**config.mk**
```make
export PLATFORM = sky130hd
export DESIGN_NAME = pc_fetch_sequencer_flat
export DESIGN_NICKNAME = d
export VERILOG_FILES = /design/src/rtl/pc_fetch_sequencer_if.sv /design/src/rtl/pc_fetch_sequencer.sv /design/src/flat_wrapper.sv
export SDC_FILE = /design/constraint.sdc
export NUM_CORES = 1
export LEC_CHECK = 0
export BUFFER_PORTS_ARGS = -buffer_cell sky130_fd_sc_hd__buf_4
export CAP_MARGIN = 15
export CORE_UTILIZATION = 30
export CTS_BUF_LIST = sky130_fd_sc_hd__clkbuf_4 sky130_fd_sc_hd__clkbuf_8 sky130_fd_sc_hd__clkbuf_16
export DETAILED_ROUTE_END_ITERATION = 16
export PLACE_DENSITY = 0.46
export SYNTH_ARGS = -nofsm -noshare
export SYNTH_HDL_FRONTEND = slang
export SYNTH_SLANG_ARGS = --single-unit
```
**constraint.sdc**
```tcl
create_clock -name clk -period 2.7 [get_ports clk]
set_input_delay 0.54 -clock clk [delete_from_list [all_inputs] [get_ports clk]]
set_output_delay 0.54 -clock clk [all_outputs]
set_load 0.02 [all_outputs]
```
**src/rtl/pc_fetch_sequencer_if.sv**
```systemverilog
`default_nettype none
// ============================================================================
//  Module      : pc_fetch_sequencer_if
//  Description : Fetch-side bundle between the program ROM, the execute
//                stage and the PC / fetch sequencer.
//  Revision    : 1.0 - initial release
// ============================================================================
interface pc_fetch_sequencer_if;
    logic        stall;
    logic [13:0] rom_data_in;
    logic [10:0] rom_addr_out;
    logic        jump_valid;
    logic        call_valid;
    logic [10:0] jump_target;
    logic        ret_valid;
    logic        skip_valid;
    logic [13:0] ir_out;
    logic        ir_valid;
    logic [10:0] ir_pc;
    logic [3:0]  stack_depth;
    logic        stack_ovf;
    logic        stack_unf;

    // Environment side: ROM data, stall and execute-stage redirects
    modport master (
        output stall, rom_data_in, jump_valid, call_valid, jump_target,
               ret_valid, skip_valid,
        input  rom_addr_out, ir_out, ir_valid, ir_pc, stack_depth,
               stack_ovf, stack_unf
    );

    // Fetch sequencer side
    modport slave (
        input  stall, rom_data_in, jump_valid, call_valid, jump_target,
               ret_valid, skip_valid,
        output rom_addr_out, ir_out, ir_valid, ir_pc, stack_depth,
               stack_ovf, stack_unf
    );
endinterface
`default_nettype wire

```
**src/rtl/pc_fetch_sequencer.sv**
```systemverilog
`default_nettype none
// ============================================================================
//  Module      : pc_fetch_sequencer
//  Description : Program counter, instruction register and circular return
//                stack for the 14-bit-instruction core. Handles GOTO, CALL,
//                RETURN and skip redirects from execute.
//  Revision    : 1.0 - initial release
// ============================================================================
module pc_fetch_sequencer #(
    parameter logic [10:0] RESET_VECTOR = 11'h000,
    parameter int          STACK_DEPTH  = 8,
    parameter logic [13:0] NOP_WORD     = 14'h0000
) (
    input  logic                 clk,
    input  logic                 rst_n,
    pc_fetch_sequencer_if.slave  fetch
);

    localparam int         c_sp_w       = (STACK_DEPTH > 1) ? $clog2(STACK_DEPTH) : 1;
    localparam logic [3:0] c_depth_full = 4'(STACK_DEPTH);

    typedef enum logic [1:0] {
        S_PRIME = 2'd0,
        S_RUN   = 2'd1,
        S_FLUSH = 2'd2
    } state_t;

    state_t              r_state;
    logic [10:0]         r_pc;
    logic [13:0]         r_ir;
    logic                r_ir_valid;
    logic [10:0]         r_ir_pc;
    logic [c_sp_w-1:0]   r_sp;
    logic [3:0]          r_depth;
    logic                r_ovf;
    logic                r_unf;
    logic [10:0]         r_stack [STACK_DEPTH];

    logic                w_run;
    logic                w_ret;
    logic                w_call;
    logic                w_jump;
    logic                w_skip;
    logic [10:0]         w_pc_inc;
    logic [c_sp_w-1:0]   w_sp_inc;
    logic [c_sp_w-1:0]   w_sp_dec;

    // Requests only count in RUN and when not stalled; priority ret > call > jump > skip
    assign w_run    = !fetch.stall && (r_state == S_RUN);
    assign w_ret    = w_run && fetch.ret_valid;
    assign w_call   = w_run && !fetch.ret_valid && fetch.call_valid;
    assign w_jump   = w_run && !fetch.ret_valid && !fetch.call_valid && fetch.jump_valid;
    assign w_skip   = w_run && !fetch.ret_valid && !fetch.call_valid && !fetch.jump_valid
                      && fetch.skip_valid;

    // 11-bit PC and stack pointer wrap naturally at their widths
    assign w_pc_inc = r_pc + 11'd1;
    assign w_sp_inc = r_sp + c_sp_w'(1);
    assign w_sp_dec = r_sp - c_sp_w'(1);

    // Sequencer FSM, PC, IR and stack bookkeeping; everything freezes under stall
    always_ff @(posedge clk or negedge rst_n) begin
        if (!rst_n) begin
            r_state    <= S_PRIME;
            r_pc       <= RESET_VECTOR;
            r_ir       <= NOP_WORD;
            r_ir_valid <= 1'b0;
            r_ir_pc    <= 11'h000;
            r_sp       <= '0;
            r_depth    <= 4'd0;
            r_ovf      <= 1'b0;
            r_unf      <= 1'b0;
        end else if (!fetch.stall) begin
            case (r_state)
                S_RUN: begin
                    if (w_ret) begin
                        // Pop: stale entry is still used on underflow
                        r_pc       <= r_stack[w_sp_dec];
                        r_sp       <= w_sp_dec;
                        if (r_depth != 4'd0) begin
                            r_depth <= r_depth - 4'd1;
                        end else begin
                            r_unf   <= 1'b1;
                        end
                        r_ir       <= NOP_WORD;
                        r_ir_valid <= 1'b0;
                        r_state    <= S_FLUSH;
                    end else if (w_call) begin
                        // Push of the return address happens in the stack write block
                        r_pc       <= fetch.jump_target;
                        r_sp       <= w_sp_inc;
                        if (r_depth != c_depth_full) begin
                            r_depth <= r_depth + 4'd1;
                        end else begin
                            r_ovf   <= 1'b1;
                        end
                        r_ir       <= NOP_WORD;
                        r_ir_valid <= 1'b0;
                        r_state    <= S_FLUSH;
                    end else if (w_jump) begin
                        r_pc       <= fetch.jump_target;
                        r_ir       <= NOP_WORD;
                        r_ir_valid <= 1'b0;
                        r_state    <= S_FLUSH;
                    end else if (w_skip) begin
                        // The word at PC is dropped, leaving a single bubble
                        r_ir       <= NOP_WORD;
                        r_ir_valid <= 1'b0;
                        r_ir_pc    <= r_pc;
                        r_pc       <= w_pc_inc;
                    end else begin
                        r_ir       <= fetch.rom_data_in;
                        r_ir_pc    <= r_pc;
                        r_ir_valid <= 1'b1;
                        r_pc       <= w_pc_inc;
                    end
                end
                S_PRIME, S_FLUSH: begin
                    // Plain fetch at the current PC; redirects are ignored here
                    r_ir       <= fetch.rom_data_in;
                    r_ir_pc    <= r_pc;
                    r_ir_valid <= 1'b1;
                    r_pc       <= w_pc_inc;
                    r_state    <= S_RUN;
                end
                default: begin
                    r_state    <= S_PRIME;
                end
            endcase
        end
    end

    // Return stack storage; contents deliberately survive reset
    always_ff @(posedge clk) begin
        if (w_call) begin
            r_stack[r_sp] <= r_pc;
        end
    end

    assign fetch.rom_addr_out = r_pc;
    assign fetch.ir_out       = r_ir;
    assign fetch.ir_valid     = r_ir_valid;
    assign fetch.ir_pc        = r_ir_pc;
    assign fetch.stack_depth  = r_depth;
    assign fetch.stack_ovf    = r_ovf;
    assign fetch.stack_unf    = r_unf;

endmodule
`default_nettype wire

```
**src/flat_wrapper.sv**
```systemverilog
// flat-port wrapper written by rule: the top's interface ports become plain ports
module pc_fetch_sequencer_flat 
#(
    parameter logic [10:0] RESET_VECTOR = 11'h000,
    parameter int          STACK_DEPTH  = 8,
    parameter logic [13:0] NOP_WORD     = 14'h0000
)
  (clk, rst_n, fetch_stall, fetch_rom_data_in, fetch_jump_valid, fetch_call_valid, fetch_jump_target, fetch_ret_valid, fetch_skip_valid, fetch_rom_addr_out, fetch_ir_out, fetch_ir_valid, fetch_ir_pc, fetch_stack_depth, fetch_stack_ovf, fetch_stack_unf);
  pc_fetch_sequencer_if fetch_i ();
  input  logic clk;
  input  logic rst_n;
  input wire logic [$bits(fetch_i.stall)-1:0] fetch_stall;
  input wire logic [$bits(fetch_i.rom_data_in)-1:0] fetch_rom_data_in;
  input wire logic [$bits(fetch_i.jump_valid)-1:0] fetch_jump_valid;
  input wire logic [$bits(fetch_i.call_valid)-1:0] fetch_call_valid;
  input wire logic [$bits(fetch_i.jump_target)-1:0] fetch_jump_target;
  input wire logic [$bits(fetch_i.ret_valid)-1:0] fetch_ret_valid;
  input wire logic [$bits(fetch_i.skip_valid)-1:0] fetch_skip_valid;
  output wire logic [$bits(fetch_i.rom_addr_out)-1:0] fetch_rom_addr_out;
  output wire logic [$bits(fetch_i.ir_out)-1:0] fetch_ir_out;
  output wire logic [$bits(fetch_i.ir_valid)-1:0] fetch_ir_valid;
  output wire logic [$bits(fetch_i.ir_pc)-1:0] fetch_ir_pc;
  output wire logic [$bits(fetch_i.stack_depth)-1:0] fetch_stack_depth;
  output wire logic [$bits(fetch_i.stack_ovf)-1:0] fetch_stack_ovf;
  output wire logic [$bits(fetch_i.stack_unf)-1:0] fetch_stack_unf;
  assign fetch_i.stall = fetch_stall;
  assign fetch_i.rom_data_in = fetch_rom_data_in;
  assign fetch_i.jump_valid = fetch_jump_valid;
  assign fetch_i.call_valid = fetch_call_valid;
  assign fetch_i.jump_target = fetch_jump_target;
  assign fetch_i.ret_valid = fetch_ret_valid;
  assign fetch_i.skip_valid = fetch_skip_valid;
  assign fetch_rom_addr_out = fetch_i.rom_addr_out;
  assign fetch_ir_out = fetch_i.ir_out;
  assign fetch_ir_valid = fetch_i.ir_valid;
  assign fetch_ir_pc = fetch_i.ir_pc;
  assign fetch_stack_depth = fetch_i.stack_depth;
  assign fetch_stack_ovf = fetch_i.stack_ovf;
  assign fetch_stack_unf = fetch_i.stack_unf;
  pc_fetch_sequencer #(.RESET_VECTOR(RESET_VECTOR), .STACK_DEPTH(STACK_DEPTH), .NOP_WORD(NOP_WORD)) u_core (.clk(clk), .rst_n(rst_n), .fetch(fetch_i));
endmodule
```
# Word-level counts from Yosys, hierarchy flattened
# Memories as Yosys holds them, arrays and structs flattened.
# Index checks and enable logic that the tools add are counted.
# totals
ff_bits	48
ram_bits	88
memories	1
output_inout_bits	43
# classes
reduce_logical	25
eq_ne	8
bitwise_logic	4
muxes	30
n_addsub	5
# memory_table
memory	depth	width	read_ports	rd_ports_with_merged_regs	write_ports	line_no	source
u_core.r_stack	8	11	1	0	1	pc_fetch_sequencer.sv:37	logic [10:0] r_stack [STACK_DEPTH];
# op_table
cell	count
11-bit two-way mux	6
14-bit two-way mux	4
11-bit case mux with 2 select lines	2
14-bit case mux with 2 select lines	1
4-bit two-way mux	4
5-bit AND reduction	3
11-bit by 1-bit adder with 11-bit output (second input constant)	1
1-bit logical AND	8
2-bit inequality test (second input constant)	4
1-bit two-way mux	6
2-bit two-way mux	3
3-bit two-way mux	2
2-bit nonzero test	3
4-bit by 1-bit adder with 4-bit output (second input constant)	1
1-bit zero test	4
4-bit by 1-bit inequality test with 1-bit output (second input constant)	1
4-bit inequality test (second input constant)	1
1-bit inverter	4
2-bit case mux with 2 select lines	1
2-bit AND reduction	2
4-bit AND reduction	1
4-bit nonzero test	1
4-bit by 1-bit subtractor with 4-bit output (second input constant)	1
3-bit by 1-bit adder with 3-bit output (second input constant)	1
7 further kinds	7

# Logic depth before layout (Yosys ltp)
# depth
depth_word	11
mapped_depth	11

# Worst setup path after synthesis
# Ideal clock, no wire load.
# synth_path
path_kind	input -> register
start	input fetch_stall
end	memory u_core.r_stack[0][0] (enable)
stages	3
arrival_time_ns	2.220
path_slack_ns	0.072
path_buffers	0
cell_sequence	nor4b_4 nand2_1 nor4_1
# synth_between
elab_chain_cells	6
# synth_lines
element	line_no	source
start, declared	flat_wrapper.sv:12	input wire logic [$bits(fetch_i.stall)-1:0] fetch_stall;
1-bit zero test	-	
1-bit logical AND	pc_fetch_sequencer.sv:49	assign w_run = !fetch.stall && (r_state == S_RUN);
1-bit logical AND (2 in series)	pc_fetch_sequencer.sv:51	assign w_call = w_run && !fetch.ret_valid && fetch.call_valid;
1-bit two-way mux	pc_fetch_sequencer.sv:135	if (w_call) begin
1-bit two-way mux (not written as such)	pc_fetch_sequencer.sv:136	r_stack[r_sp] <= r_pc;
end, declared	pc_fetch_sequencer.sv:37	
# No other way between the ends.

# Worst setup path after layout
# layout_path
start	register u_core.r_state[0]
end	register u_core.r_depth[3], in the netlist u_core.fetch.stack_depth[3]
# layout_between
elab_chain_cells	6
# layout_lines
element	line_no	source
start, declared	pc_fetch_sequencer.sv:28	state_t r_state;
start signal, assigned	pc_fetch_sequencer.sv:64	r_state <= S_PRIME;
start signal, assigned	pc_fetch_sequencer.sv:87	r_state <= S_FLUSH;
start signal, assigned	pc_fetch_sequencer.sv:99	r_state <= S_FLUSH;
2-bit by 1-bit equality test with 1-bit output *	pc_fetch_sequencer.sv:49, pc_fetch_sequencer.sv:74	
1-bit logical AND	pc_fetch_sequencer.sv:49	
1-bit logical AND (2 in series)	pc_fetch_sequencer.sv:51	
2-bit nonzero test (no source line)	-	
5-bit AND reduction (no source line)	-	
end signal, assigned	pc_fetch_sequencer.sv:81	r_depth <= r_depth - 4'd1;
end signal, assigned	pc_fetch_sequencer.sv:93	r_depth <= r_depth + 4'd1;
end, declared	pc_fetch_sequencer.sv:34	logic [3:0] r_depth;
# Mark *: on every way between the ends. The rest lies on a longest branch, timed or not.
# A chain may end at the register's enable or synchronous reset.

==> results.py <==
metrics = {
    "run_status": {
        "status": "finished clean",
    },
    "final_layout": {
        "insertedDiodeCount": 0,
        "fillers": 1836,
        "multi_input_area_mm2": 0.00192,
        "drive_gt1_share_pct": 33.6,
        "seqCellArea_mm2": 0.00384,
        "area_growth_pct": 26.5,
        "final_nets": 540,
    },
    "flow_run": {
        "drv_cap": 0,
    },
    "critical_path": {
        "r2r_cells": 9,
        "path_cells": "nor3b_2 > nand2_1 > inv_1 > ha_1 > a21o_1 > a21oi_1 > xnor2_1 > nor2_1 > xor2_1",
        "worstPathArrival_ns": 2.53,
        "crit_buf_inv": 1,
        "cp_slowest_stage_delay_ns": 0.52,
        "crit_path_top_delay_cell": "dfrtp_1",
        "worstSetupPathType": "flip-flop to flip-flop",
        "critPathRequiredTime_ns": 3.00,
        "critPathMaxFanout": 8,
        "start_kind": "flip-flop",
        "path_depth": 9,
        "path_delay_family": "simple AND/OR/NAND/NOR gates",
        "cp-end-kind": "flip-flop",
    },
    "sta": {
        "hold_slack_ns": 0.140,
        "max_freq_ghz": 0.449,
        "setup_viol": 0,
        "finalCriticalPeriod_ns": 2.23,
        "slew_headroom_pct": 51.0,
        "drv_slew": 0,
        "fin_tns_setup_ns": 0,
        "tightest_slew_ns": 0.736,
        "finalHoldViolCount": 0,
        "skew_ns": 0.0114,
        "rsz0062_at_grt": "no",
        "fin_crit_sh_pct": 82.5,
    },
    "logic_synthesis": {
        "synthFlopType": "edfxtp_1",
        "netlist_area_mm2": 0.00591,
        "syn_inst": 403,
        "yosysWarnings": 0,
        "ys_seq_area_share_pct": 65.0,
        "synth_edf_count": 88,
        "synth_nets": 441,
        "ys_seq_elements": 136,
        "ys_async_sr_fraction_pct": 35.3,
        "avgSynthCellArea_um2": 14.7,
        "synthDistinctLibCells": 50,
    },
    "routing": {
        "routed_via_density": 4.91,
        "drt_iter0_drc": 276,
        "first_pass_iters": 5,
        "final_antenna_net_count": 0,
        "met2_length_um": 7480,
        "dr_total_vias": 3804,
        "drt_wl_total_um": 15700,
        "top_layer_used": "met4",
        "drc_errors": 0,
        "wl_met1_um": 7380,
        "met3_length_um": 586,
        "routedWlPerCell_um": 20.2,
    },
    "clock_network": {
        "htreeDepth": 4,
        "cts.clk_slew.worst_paths_ns": 0.06,
        "cts_tree": "built",
        "clock_sinks": 136,
        "post_cts_resized": 0,
        "cts_setup_buffers": 0,
        "cts_root_buffer": "clkbuf_16",
        "clk_path_buf_depth": 2,
        "cts-hold-fix-buffers": 0,
        "clock_latency_ns": 0.42,
        "cts_buffers": 17,
    },
    "floorplanning": {
        "ios": 75,
        "num_rows": 50,
        "die-area_mm2": 0.0203,
        "dieHeight_um": 142,
        "fp.dieW_um": 142,
        "start_util_pct": 31.1,
        "core_mm2": 0.0190,
    },
    "grt": {
        "grt_pass1_wl_um": 23700,
        "grt_max_degree": 49,
        "grt_usage_pct": 16.3,
        "first_global_vias": 3850,
        "antenna_found_initial": 0,
        "grt_overflow_total": 0,
    },
    "power_and_ir_drop": {
        "p_leak_uw": 0.00289,
        "p_per_area_mw_per_mm2": 1150,
        "irDropWorstVdd_mv": 0.489,
        "p_total_uw": 8590,
    },
    "worst_hold_path": {
        "hold_path_class": "primary input to async pin",
    },
    "place": {
        "place_congestion": 0.806,
        "dp_hpwl_um": 10600,
        "numPortBuffers": 74,
    },
}
## registers in the layout (all words and copies together) (netlist names)
register / count
u_core.r_sp: 3
u_core.fetch.ir_out: 14
u_core.fetch.ir_valid: 1
u_core.fetch.rom_addr_out: 11
u_core.fetch.stack_ovf: 1
u_core.fetch.stack_depth: 4
u_core.fetch.ir_pc: 11
u_core.fetch.stack_unf: 1
u_core.r_state: 2
u_core.r_stack: 88
## cell usage in the layout (no fill, tap or decap), types with 14 or more instances in the layout
| master | n |
|---|---|
| nor2_1 | 23 |
| nand2_1 | 21 |
| dfrtp_1 | 47 |
| a22o_1 | 14 |
| a21oi_1 | 14 |
| edfxtp_1 | 88 |
| clkbuf_16 | 17 |
| mux2_2 | 15 |
| mux4_2 | 17 |
| buf_4 | 100 |
## cells by family after synthesis
group           count (synthesis)  share of synthesized area (%)
flops                         136                           65.0
compound gates                 87                           10.2
simple gates                   86                           7.49
mux                            44                           11.4
buf+inv                        31                           2.64
xor+xnor                       13                           1.93
fa+ha+maj                       6                           1.40
## synthesized netlist by cell type, types with 2 or more instances
library cell  count  area share, %
xor2_1            4           0.59
a21o_1            4           0.51
nand3_1           9           0.76
ha_1              5            1.1
o22ai_1           6           0.63
clkbuf_1          7           0.44
and2_1            2           0.21
buf_6             3           0.57
edfxtp_1         88             45
a22o_1           14            2.1
xnor2_1           9            1.3
or3_1             3           0.32
nand2b_1          6           0.63
o221ai_1          2           0.30
nor4_1            2           0.21
o21a_1            5           0.63
and3_1            3           0.32
a21oi_1          14            1.2
a221oi_1          8            1.2
nand2_1          21            1.3
o21ai_0          12            1.0
buf_2            10           0.85
a31oi_1           8           0.85
o211ai_1          2           0.25
nand4_1           2           0.21
o21ai_1           2           0.17
a211o_1           3           0.44
nor2_1           23            1.5
a211oi_1          3           0.38
dfrtp_1          48             20
mux2_2           15            2.9
inv_1             9           0.57
nor3_1            7           0.59
mux4_2           17            6.5
mux2i_1          12            2.0
## report_power, final
group	internal, uW	switching (uW)	total [uW]	leakage (uW)
clock network	1280	934	2220	0.000261
logic	1430	1840	3270	0.00125
registers	2720	389	3110	0.00138
total	5430	3160	8590	0.00289
## final timing paths
check	endpoint	slack, ns	startpoint
worst max-delay path	u_core.fetch.stack_depth[3]	0.47	u_core.r_state[0]
worst min-delay path	u_core.fetch.stack_depth[2]	0.14	rst_n
worst max register to register	u_core.fetch.stack_depth[3]	0.47	u_core.r_state[0]
worst min register to register	u_core.fetch.stack_unf	0.47	u_core.fetch.stack_unf
max in group asynchronous	u_core.r_sp[0]	2.11	rst_n
min in group clk	u_core.fetch.ir_out[1]	0.34	fetch_rom_data_in[1]
## final cells by class
cell class                 instances  share of cell area [%]
timing repair buffer             102                    10.6
clock inverter                    15                    1.92
inverter                           9                   0.451
sequential                       136                    51.4
tap                              260                    4.35
clock buffer                      17                    5.68
multi-input combinational        236                    25.7
## per-layer routing
layer | global-route usage, % | up-vias
met2 | 25.1 | 92
met1 | 22.4 | 1939
li1 | - | 1761
met4 | 6.56 | 0
met5 | 0 | -
met3 | 3.33 | 12
## worst register-to-register path: cells and delay by family, from the launching register on
kind | cells | cell delay [ns]
simple gates | 3 | 0.53
flops | 1 | 0.52
compound gates | 2 | 0.35
xor+xnor | 2 | 0.29
fa+ha+maj | 1 | 0.26
buf+inv | 1 | 0.16
## stage by stage
step                      instance area, um2  setup slack (ns)  utilization, %  std cells
after global placement                  6920             0.393            36.4        743
after CTS                               7480             0.457            39.4        775
after floorplan                         5910            0.0721               -        403
final                                   7480             0.471            39.4        775
after global routing                    7480             0.248            39.4        775
after detailed placement                6920             0.305            36.4        743
Note: power is estimated with default switching activity, not from simulation.
